===== src/rtl/buyruk_obek_getirici_pkg.sv =====
// Shared definitions for the instruction-cache line fetcher.
// Holds the FSM state encoding, word/line geometry and default sizing,
// plus a helper that aligns an address down to the start of its line.
package buyruk_obek_getirici_pkg;

    typedef enum logic [1:0] {
        BOSTA  = 2'd0,
        ISTEK  = 2'd1,
        VERI   = 2'd2,
        TESLIM = 2'd3
    } durum_t;

    localparam int KELIME_W                 = 32;
    localparam int SATIR_OFSET_W            = 4;
    localparam int VARSAYILAN_KELIME_SAYISI = 4;
    localparam int VARSAYILAN_ZAMAN_ASIMI   = 255;

    function automatic logic [31:0] satir_hizala(input logic [31:0] adres);
        return {adres[31:SATIR_OFSET_W], {SATIR_OFSET_W{1'b0}}};
    endfunction

endpackage


===== src/rtl/buyruk_obek_getirici_obek_birlestirici.sv =====
// Block assembler: a bank of KELIME_SAYISI 32-bit registers. When yaz is
// high the word kelime lands in slot indeks; other slots keep their value.
// Ports:
//   clk, rst  - clock, synchronous active-high reset (clears the block)
//   yaz       - write enable
//   indeks    - slot to write
//   kelime    - 32-bit word to store
//   obek      - assembled block, slot i at bits [32*i +: 32]
module obek_birlestirici
    import buyruk_obek_getirici_pkg::*;
#(
    parameter int  KELIME_SAYISI = VARSAYILAN_KELIME_SAYISI,
    localparam int INDEKS_W      = (KELIME_SAYISI > 1) ? $clog2(KELIME_SAYISI) : 1
) (
    input  logic                                clk,
    input  logic                                rst,
    input  logic                                yaz,
    input  logic [INDEKS_W-1:0]                 indeks,
    input  logic [KELIME_W-1:0]                 kelime,
    output logic [KELIME_W*KELIME_SAYISI-1:0]   obek
);

    always_ff @(posedge clk) begin
        if (rst) begin
            obek <= '0;
        end else begin
            for (int i = 0; i < KELIME_SAYISI; i++) begin
                if (yaz && (indeks == INDEKS_W'(i))) begin
                    obek[KELIME_W*i +: KELIME_W] <= kelime;
                end
            end
        end
    end

endmodule


===== src/rtl/buyruk_obek_getirici.sv =====
// Instruction-cache miss responder. On a miss it reads the 16-byte line
// containing the missed address from main memory one word at a time (one
// outstanding beat), assembles the words and hands the block to the cache
// with a one-cycle valid pulse.
// Ports:
//   clk_i, rst_i           - clock, synchronous active-high reset
//   istek_i, istek_adres_i - miss request (level) and missed address
//   iptal_i                - abort the current fetch
//   mesgul_o               - fetch in progress
//   obek_o, obek_adres_o   - delivered block and its line-aligned address
//   obek_gecerli_o         - one-cycle pulse when the block is delivered
//   hata_o                 - one-cycle pulse when a beat times out
//   bellek_istek_o/_adres_o/_hazir_i - memory request handshake
//   bellek_veri_i/_gecerli_i         - memory read data return
module buyruk_obek_getirici
    import buyruk_obek_getirici_pkg::*;
#(
    parameter int KELIME_SAYISI  = VARSAYILAN_KELIME_SAYISI,
    parameter int ZAMAN_ASIMI    = VARSAYILAN_ZAMAN_ASIMI,
    parameter int SAYAC_GENISLIK = 8
) (
    input  logic                               clk_i,
    input  logic                               rst_i,
    input  logic                               istek_i,
    input  logic [31:0]                        istek_adres_i,
    input  logic                               iptal_i,
    output logic                               mesgul_o,
    output logic [KELIME_W*KELIME_SAYISI-1:0]  obek_o,
    output logic                               obek_gecerli_o,
    output logic [31:0]                        obek_adres_o,
    output logic                               hata_o,
    output logic                               bellek_istek_o,
    output logic [31:0]                        bellek_adres_o,
    input  logic                               bellek_hazir_i,
    input  logic [31:0]                        bellek_veri_i,
    input  logic                               bellek_veri_gecerli_i
);

    localparam int INDEKS_W = (KELIME_SAYISI > 1) ? $clog2(KELIME_SAYISI) : 1;
    localparam logic [INDEKS_W-1:0]       SON_INDEKS = INDEKS_W'(KELIME_SAYISI - 1);
    localparam logic [SAYAC_GENISLIK-1:0] ASIM_SON   = SAYAC_GENISLIK'(ZAMAN_ASIMI - 1);

    durum_t                    durum;
    durum_t                    sonraki;
    logic [INDEKS_W-1:0]       indeks;
    logic [SAYAC_GENISLIK-1:0] bekleme;
    logic                      iptal_bayrak;
    logic [31:0]               satir_adres;
    logic                      son_kelime;
    logic                      asim;
    logic                      yaz;

    assign son_kelime = (indeks == SON_INDEKS);
    // The counter holds the number of empty VERI cycles already waited, so
    // the ZAMAN_ASIMI-th empty cycle is the one that gives up.
    assign asim = (durum == VERI) && !bellek_veri_gecerli_i && (bekleme == ASIM_SON);
    // A beat drained after an abort is accepted from memory but not stored.
    assign yaz  = (durum == VERI) && bellek_veri_gecerli_i && !iptal_bayrak && !iptal_i;

    assign bellek_adres_o = satir_adres + 32'({indeks, 2'b00});
    assign obek_adres_o   = satir_adres;

    obek_birlestirici #(
        .KELIME_SAYISI(KELIME_SAYISI)
    ) u_birlestirici (
        .clk    (clk_i),
        .rst    (rst_i),
        .yaz    (yaz),
        .indeks (indeks),
        .kelime (bellek_veri_i),
        .obek   (obek_o)
    );

    always_ff @(posedge clk_i) begin
        if (rst_i) begin
            durum <= BOSTA;
        end else begin
            durum <= sonraki;
        end
    end

    always_comb begin
        sonraki = durum;
        case (durum)
            BOSTA: begin
                if (istek_i && !iptal_i) sonraki = ISTEK;
            end
            ISTEK: begin
                // A completed handshake wins over a same-cycle abort: the beat
                // is then outstanding and must be drained in VERI.
                if (bellek_hazir_i)  sonraki = VERI;
                else if (iptal_i)    sonraki = BOSTA;
            end
            VERI: begin
                if (bellek_veri_gecerli_i) begin
                    if (iptal_bayrak || iptal_i) sonraki = BOSTA;
                    else if (son_kelime)         sonraki = TESLIM;
                    else                         sonraki = ISTEK;
                end else if (asim) begin
                    sonraki = BOSTA;
                end
            end
            TESLIM:  sonraki = BOSTA;
            default: sonraki = BOSTA;
        endcase
    end

    always_comb begin
        mesgul_o       = (durum != BOSTA);
        bellek_istek_o = (durum == ISTEK);
        obek_gecerli_o = (durum == TESLIM);
        hata_o         = asim;
    end

    always_ff @(posedge clk_i) begin
        if (rst_i) begin
            indeks       <= '0;
            bekleme      <= '0;
            iptal_bayrak <= 1'b0;
            satir_adres  <= '0;
        end else begin
            case (durum)
                BOSTA: begin
                    iptal_bayrak <= 1'b0;
                    if (istek_i && !iptal_i) begin
                        satir_adres <= satir_hizala(istek_adres_i);
                        indeks      <= '0;
                    end
                end
                ISTEK: begin
                    if (bellek_hazir_i) begin
                        bekleme <= '0;
                        if (iptal_i) iptal_bayrak <= 1'b1;
                    end
                end
                VERI: begin
                    if (iptal_i) iptal_bayrak <= 1'b1;
                    if (bellek_veri_gecerli_i) begin
                        if (!son_kelime) indeks <= indeks + 1'b1;
                    end else begin
                        bekleme <= bekleme + 1'b1;
                    end
                end
                default: begin
                end
            endcase
        end
    end

endmodule


===== config.mk =====
export PLATFORM = sky130hd
export DESIGN_NAME = buyruk_obek_getirici
export DESIGN_NICKNAME = d
export VERILOG_FILES = /design/src/rtl/buyruk_obek_getirici_pkg.sv /design/src/rtl/buyruk_obek_getirici_obek_birlestirici.sv /design/src/rtl/buyruk_obek_getirici.sv
export SDC_FILE = /design/constraint.sdc
export NUM_CORES = 1
export LEC_CHECK = 0
export CAP_MARGIN = 20
export CORE_ASPECT_RATIO = 0.7
export CORE_UTILIZATION = 44
export DETAILED_ROUTE_END_ITERATION = 7
export GPL_TIMING_DRIVEN = 0
export PLACE_DENSITY_LB_ADDON = 0.15
export SLEW_MARGIN = 10
export SYNTH_ARGS = -nofsm -noshare
export SYNTH_HDL_FRONTEND = slang
export SYNTH_SLANG_ARGS = --single-unit

===== constraint.sdc =====
create_clock -name clk_i -period 2.35 [get_ports clk_i]
set_clock_uncertainty 0.2 [all_clocks]
set_input_delay 0.235 -clock clk_i [delete_from_list [all_inputs] [get_ports clk_i]]
set_output_delay 0.235 -clock clk_i [all_outputs]
set_load 0.005 [all_outputs]

; Word-level counts from Yosys, hierarchy flattened
; Cells that the tools add are included.
; W data, S select, Z words.
[totals]
ff_bits = 169
in_bits = 70
output_inout_bits = 196
wordCells = 69
[op_classes]
add_sub_neg = 3
eq_ne = 14
muxes = 18
reduce_logical = 25
[op_table]
columns = operator, n
row1 = $add A32 B4 Y32, 1
row2 = $mux W2, 10
row3 = $mux W8, 2
row4 = $pmux W8 S2, 1
row5 = $logic_and A1 B1 Y1, 10
row6 = $add A8 B1 Y8 const B, 1
row7 = $eq A2 B2 Y1 const B, 4
row8 = $eq A8 B8 Y1 const B, 1
row9 = $ne A2 B2 Y1 const B, 4
row10 = $pmux W2 S4, 1
row11 = $reduce_and A3 Y1, 2
row12 = $reduce_bool A2 Y1, 3
row13 = $eq A2 B1 Y1 const B, 2
row14 = $logic_not A2 Y1, 2
row15 = $pmux W2 S2, 1
row16 = $reduce_and A2 Y1, 2
row17 = $reduce_and A4 Y1, 1
row18 = $logic_not A1 Y1, 3
row19 = $ne A3 B2 Y1 const B, 1
row20 = $ne A3 B3 Y1 const B, 1
row21 = $pmux W1 S3, 1
row22 = $reduce_bool A3 Y1, 1
row23 = $add A2 B1 Y2 const B, 1
row24 = $mux W1, 2
row25 = other kinds (2), 2

; Depth between registers and ports, before layout
[logic_depth]
word_depth = 6
mapped_depth = 9
mapped_depth_nobuf = 6

; By module
; A second synthesis with hierarchy kept.
[hier_totals]
hier_cells = 699
hier_area_um2 = 7069.3
[by_module_without_submodules]
columns = module, n_inst, cells_per_inst, area_each_um2, seq_area_each_um2
row1 = obek_birlestirici, 1, 454, 5063.6, 2562.5
row2 = buyruk_obek_getirici, 1, 245, 2005.7, 820.8

; Worst setup path before layout
; Ideal clock, no wire load.
[synth_timing]
path_type = register -> register
start = reg durum[0]
end = reg u_birlestirici.obek[84]
setup_ps = 143
arrival_ps = 1563
t_required_ps = 2007
path_slack_ps = 444
path_stages_with_launch = 10
n_path_buf = 3
period_less_slack_ps = 1906
cell_sequence = dfxtp_1 inv_1 ha_1 and4bb_1 buf_4 and2_1 buf_4 buf_6 nand2_1 a21oi_2
[synth_between]
elab_chain_len = 5
[synth_lines]
columns = element, line
row1 = from (decl), buyruk_obek_getirici.sv:43  ; durum_t durum;
row2 = from (signal assigned), buyruk_obek_getirici.sv:78  ; durum <= sonraki;
row3 = $eq A2 B2 Y1, buyruk_obek_getirici.sv:58  ; assign yaz = (durum == VERI) && bellek_veri_gecerli_i && !iptal_bayrak && !iptal_i;
row4 = $logic_and A1 B1 Y1 (3 in series), buyruk_obek_getirici.sv:58
row5 = $logic_and A1 B1 Y1, buyruk_obek_getirici_obek_birlestirici.sv:28  ; if (yaz && (indeks == INDEKS_W'(i))) begin
row6 = "to (signal, indexed assignment)", buyruk_obek_getirici_obek_birlestirici.sv:29  ; obek[KELIME_W*i +: KELIME_W] <= kelime;
row7 = to (decl), buyruk_obek_getirici_obek_birlestirici.sv:20  ; output logic [KELIME_W*KELIME_SAYISI-1:0] obek
; Every way passes these cells.
; A chain may end at the register's enable or synchronous reset.

; Worst setup path after layout
[layout_timing]
start = reg durum[0]
end = out hata_o
[layout_between]
elab_chain_len = 3
[layout_lines]
columns = element, line
row1 = $eq A2 B2 Y1, buyruk_obek_getirici.sv:56  ; assign asim = (durum == VERI) && !bellek_veri_gecerli_i && (bekleme == ASIM_SON);
row2 = $logic_and A1 B1 Y1 (2 in series), buyruk_obek_getirici.sv:56
row3 = to (decl), buyruk_obek_getirici.sv:31  ; output logic hata_o,
; Every way passes these cells.

==> results.ini <==
[outcome]
status = completed

[floorplanning]
ios = 266
rows = 37
dieHeight_um = 106.4
die_x_um = 151.2
dieArea_um2 = 16080
core-area_um2 = 14950
start_util_pct = 45.82

[logic_synthesis]
synth_xor_xnor_area_share_pct = 0.2557
syn_inst = 813
ys_ff_latch = 169
yosysSeqAreaShare_pct = 49.38
synth_top_area_share_pct = 49.38
ys.flop_type = dfxtp_1
synth_top_family_by_area = simple AND/OR/NAND/NOR gates
ys_top_cells_by_count = 321 x nand2_1, 169 x dfxtp_1, 85 x a21oi_2
ys_types = 38
synth.avg_cell_area_um2 = 8.428
synthMuxAreaShare_pct = 0.1461
synth_area_um2 = 6852
yosys.area.top_type = dfxtp_1
synth_warnings = 0
synth_edf_count = 0
synth-compound-area-share_pct = 18.21
synthSimpleGateAreaFrac_pct = 20.54
yosysMostFrequentCell = nand2_1
async_flop_share_pct = 0
synthAdderAreaFrac_pct = 2.009
ys_top_cells_by_area = dfxtp_1 49%, nand2_1 18%, a21oi_2 11%, a21oi_1 5.8%, buf_4 4.1%

[clock_tree]
ctsHoldBuffers = 0
cts_buffers = 17
cts_htree_levels = 4
cts.sinks = 169
cts_buffer_depth = 2
clkTransAtPathRegs_ns = 0.07
cts_tree = done
clockRootBuffer = clkbuf_16
clk_latency_ns = 0.42

[power]
ir_worst_vdd_uv = 401.9
p_leak_nw = 3.487
power_density_nw_per_um2 = 615.1

[worst_hold_path]
hold_path_end = obek_adres_o[21]
hold_path_class = input port to register
holdPathStages = 3
hp-start = istek_adres_i[21]

[timing]
worst_pin_slew_ns = 0.8089
fin_tns_setup_ns = 0
hold_viol_final = 0
max_slew_margin_pct = 46.07
fin_ws_ns = 0.1393
clock.fmax_ghz = 0.4524
finalSetupViolCount = 0
maxSlewViolCount = 0
min_period_over_period_pct = 94.07
rsz0062_at_grt = no
finalCriticalPeriod_ns = 2.211

[placed_design]
io_buffers = 255
gp_congestion = 0.8348
hpwlAfterDp_um = 15420
place_ws_ns = -0.09602

[finish]
drive_above_1_share_pct = 17.65
nets = 1173
area_growth_pct = 50.09
n_antenna_cell = 0

[route]
routed_via_density = 4.950
wl_um = 21120
ant_nets = 0
drtIter0Drc = 350
post_drt_wl_per_cell_um = 16.25
num_vias = 6435
route.detailed.drc = 0
dr.pass1.iters = 6

[worst_setup_path]
crit_type = register to output port
reg2reg_depth = 7
crit_path_start_kind = register
critical_path_required_ns = 1.91
r2r_slack_ns = 0.20
cp_max_fo = 7
r2r_end = obek_adres_o[11]
r2r_start = durum[1]
cp-end-kind = output port
cp.arrival_ns = 1.78

[grt]
grt_pass1_wl_um = 31980
grt_max_degree = 18
grt_usage_pct = 26.16
antenna_found_initial = 0
overflow = 0
grt_pass1_vias = 5897

[flow_run]
maxCapViolCount = 0

-- placed cells by master (no fill, tap or decap), types with 2 or more instances in the layout --
cell and n:
buf_4 37, and2_1 3, clkinvlp_4 2, or3_1 4, nand3_1 4, xor2_1 2
clkbuf_1 17, a2bb2oi_1 2, a311oi_1 2, ha_1 9, ha_2 2, a21oi_1 79
buf_8 3, clkdlybuf4s50_1 254, dfxtp_1 168, inv_1 9, clkbuf_16 17, clkbuf_8 2
nor2_1 6, buf_6 12, conb_1 6, nand4_1 5, inv_8 5, nand2b_1 4
buf_2 17, a21oi_2 85, inv_6 3, nand2_1 321, o21ai_0 4
-- what timing repair did --
action	in CTS	in global routing
cloned	0	0
resized for setup	3	2
setup buffers	0	0
endpoints found under the setup margin	1	7
-- critical path, cell delays in order, from the launching register on --
cell	delay (ns)
dfxtp_2	0.35
inv_1	0.09
ha_2	0.24
inv_1	0.11
nor4_2	0.31
dlygate4sd2_1	0.27
-- power breakdown --
part / total (mW) / switching, mW / internal (mW)
logic: 0.548 / 0.257 / 0.291
registers: 2.92 / 0.0277 / 2.90
clock network: 2.85 / 1.28 / 1.58
-- area by class of cell --
class                   count  area (um2)
inverters                   9       33.78
fillers                  1234        4669
clock buffers              19       452.9
flip-flops and latches    169        3385
plain buffers              87       610.6
clock inverters            13       152.6
multi-input cells         553        2854
repair buffers            255        2551
well taps                 195       244.0
-- stage by stage --
stage               hold slack [ns]  total power, mW  util [%]  instances  cell area, um2
finish                       0.1594            6.325     68.77       1300           10280
global route                 0.1480            6.539     68.77       1300           10280
CTS                          0.1492            6.358     68.75       1300           10280
detailed placement           0.2459            3.532     64.65       1268            9667
global placement             0.2408            3.526     64.65       1268            9667
floorplan                    0.1710            3.207         -        818            6870
-- state kept, by name, summed over array words and instances (netlist names) --
register,flops
u_birlestirici.obek,128
iptal_bayrak,1
bekleme,8
indeks,2
durum,2
obek_adres_o,28
-- layer usage --
metal | vias up | track usage, % | share of wire, %
li1 | 3154 | - | -
met1 | 3030 | 34.57 | 45
met2 | 231 | 41.09 | 45
met3 | 20 | 8.069 | 9.0
met4 | 0 | 6.929 | 1.1
met5 | - | 0 | 0
-- worst max path at each step --
stage              from                      end  depth (start not counted)
2_1_floorplan  durum[0]  u_birlestirici.obek[84]                          9
3_3_place_gp      rst_i  u_birlestirici.obek[74]                          4
4_1_cts        durum[0]                 mesgul_o                          4
3_5_place_dp      rst_i  u_birlestirici.obek[97]                          4
6_report       durum[0]                   hata_o                          5
5_1_grt        durum[0]                   hata_o                          5
-- cell families after synthesis --
kind of cell	count (synthesis)
AOI/OAI and AO/OA	178
xor gates and xnor gates	2
adders and majority gates	11
buffers and inverters	96
DFF	169
muxes	1
other	1
and+or+nand+nor	355
Power figures use the tool's default switching activity.
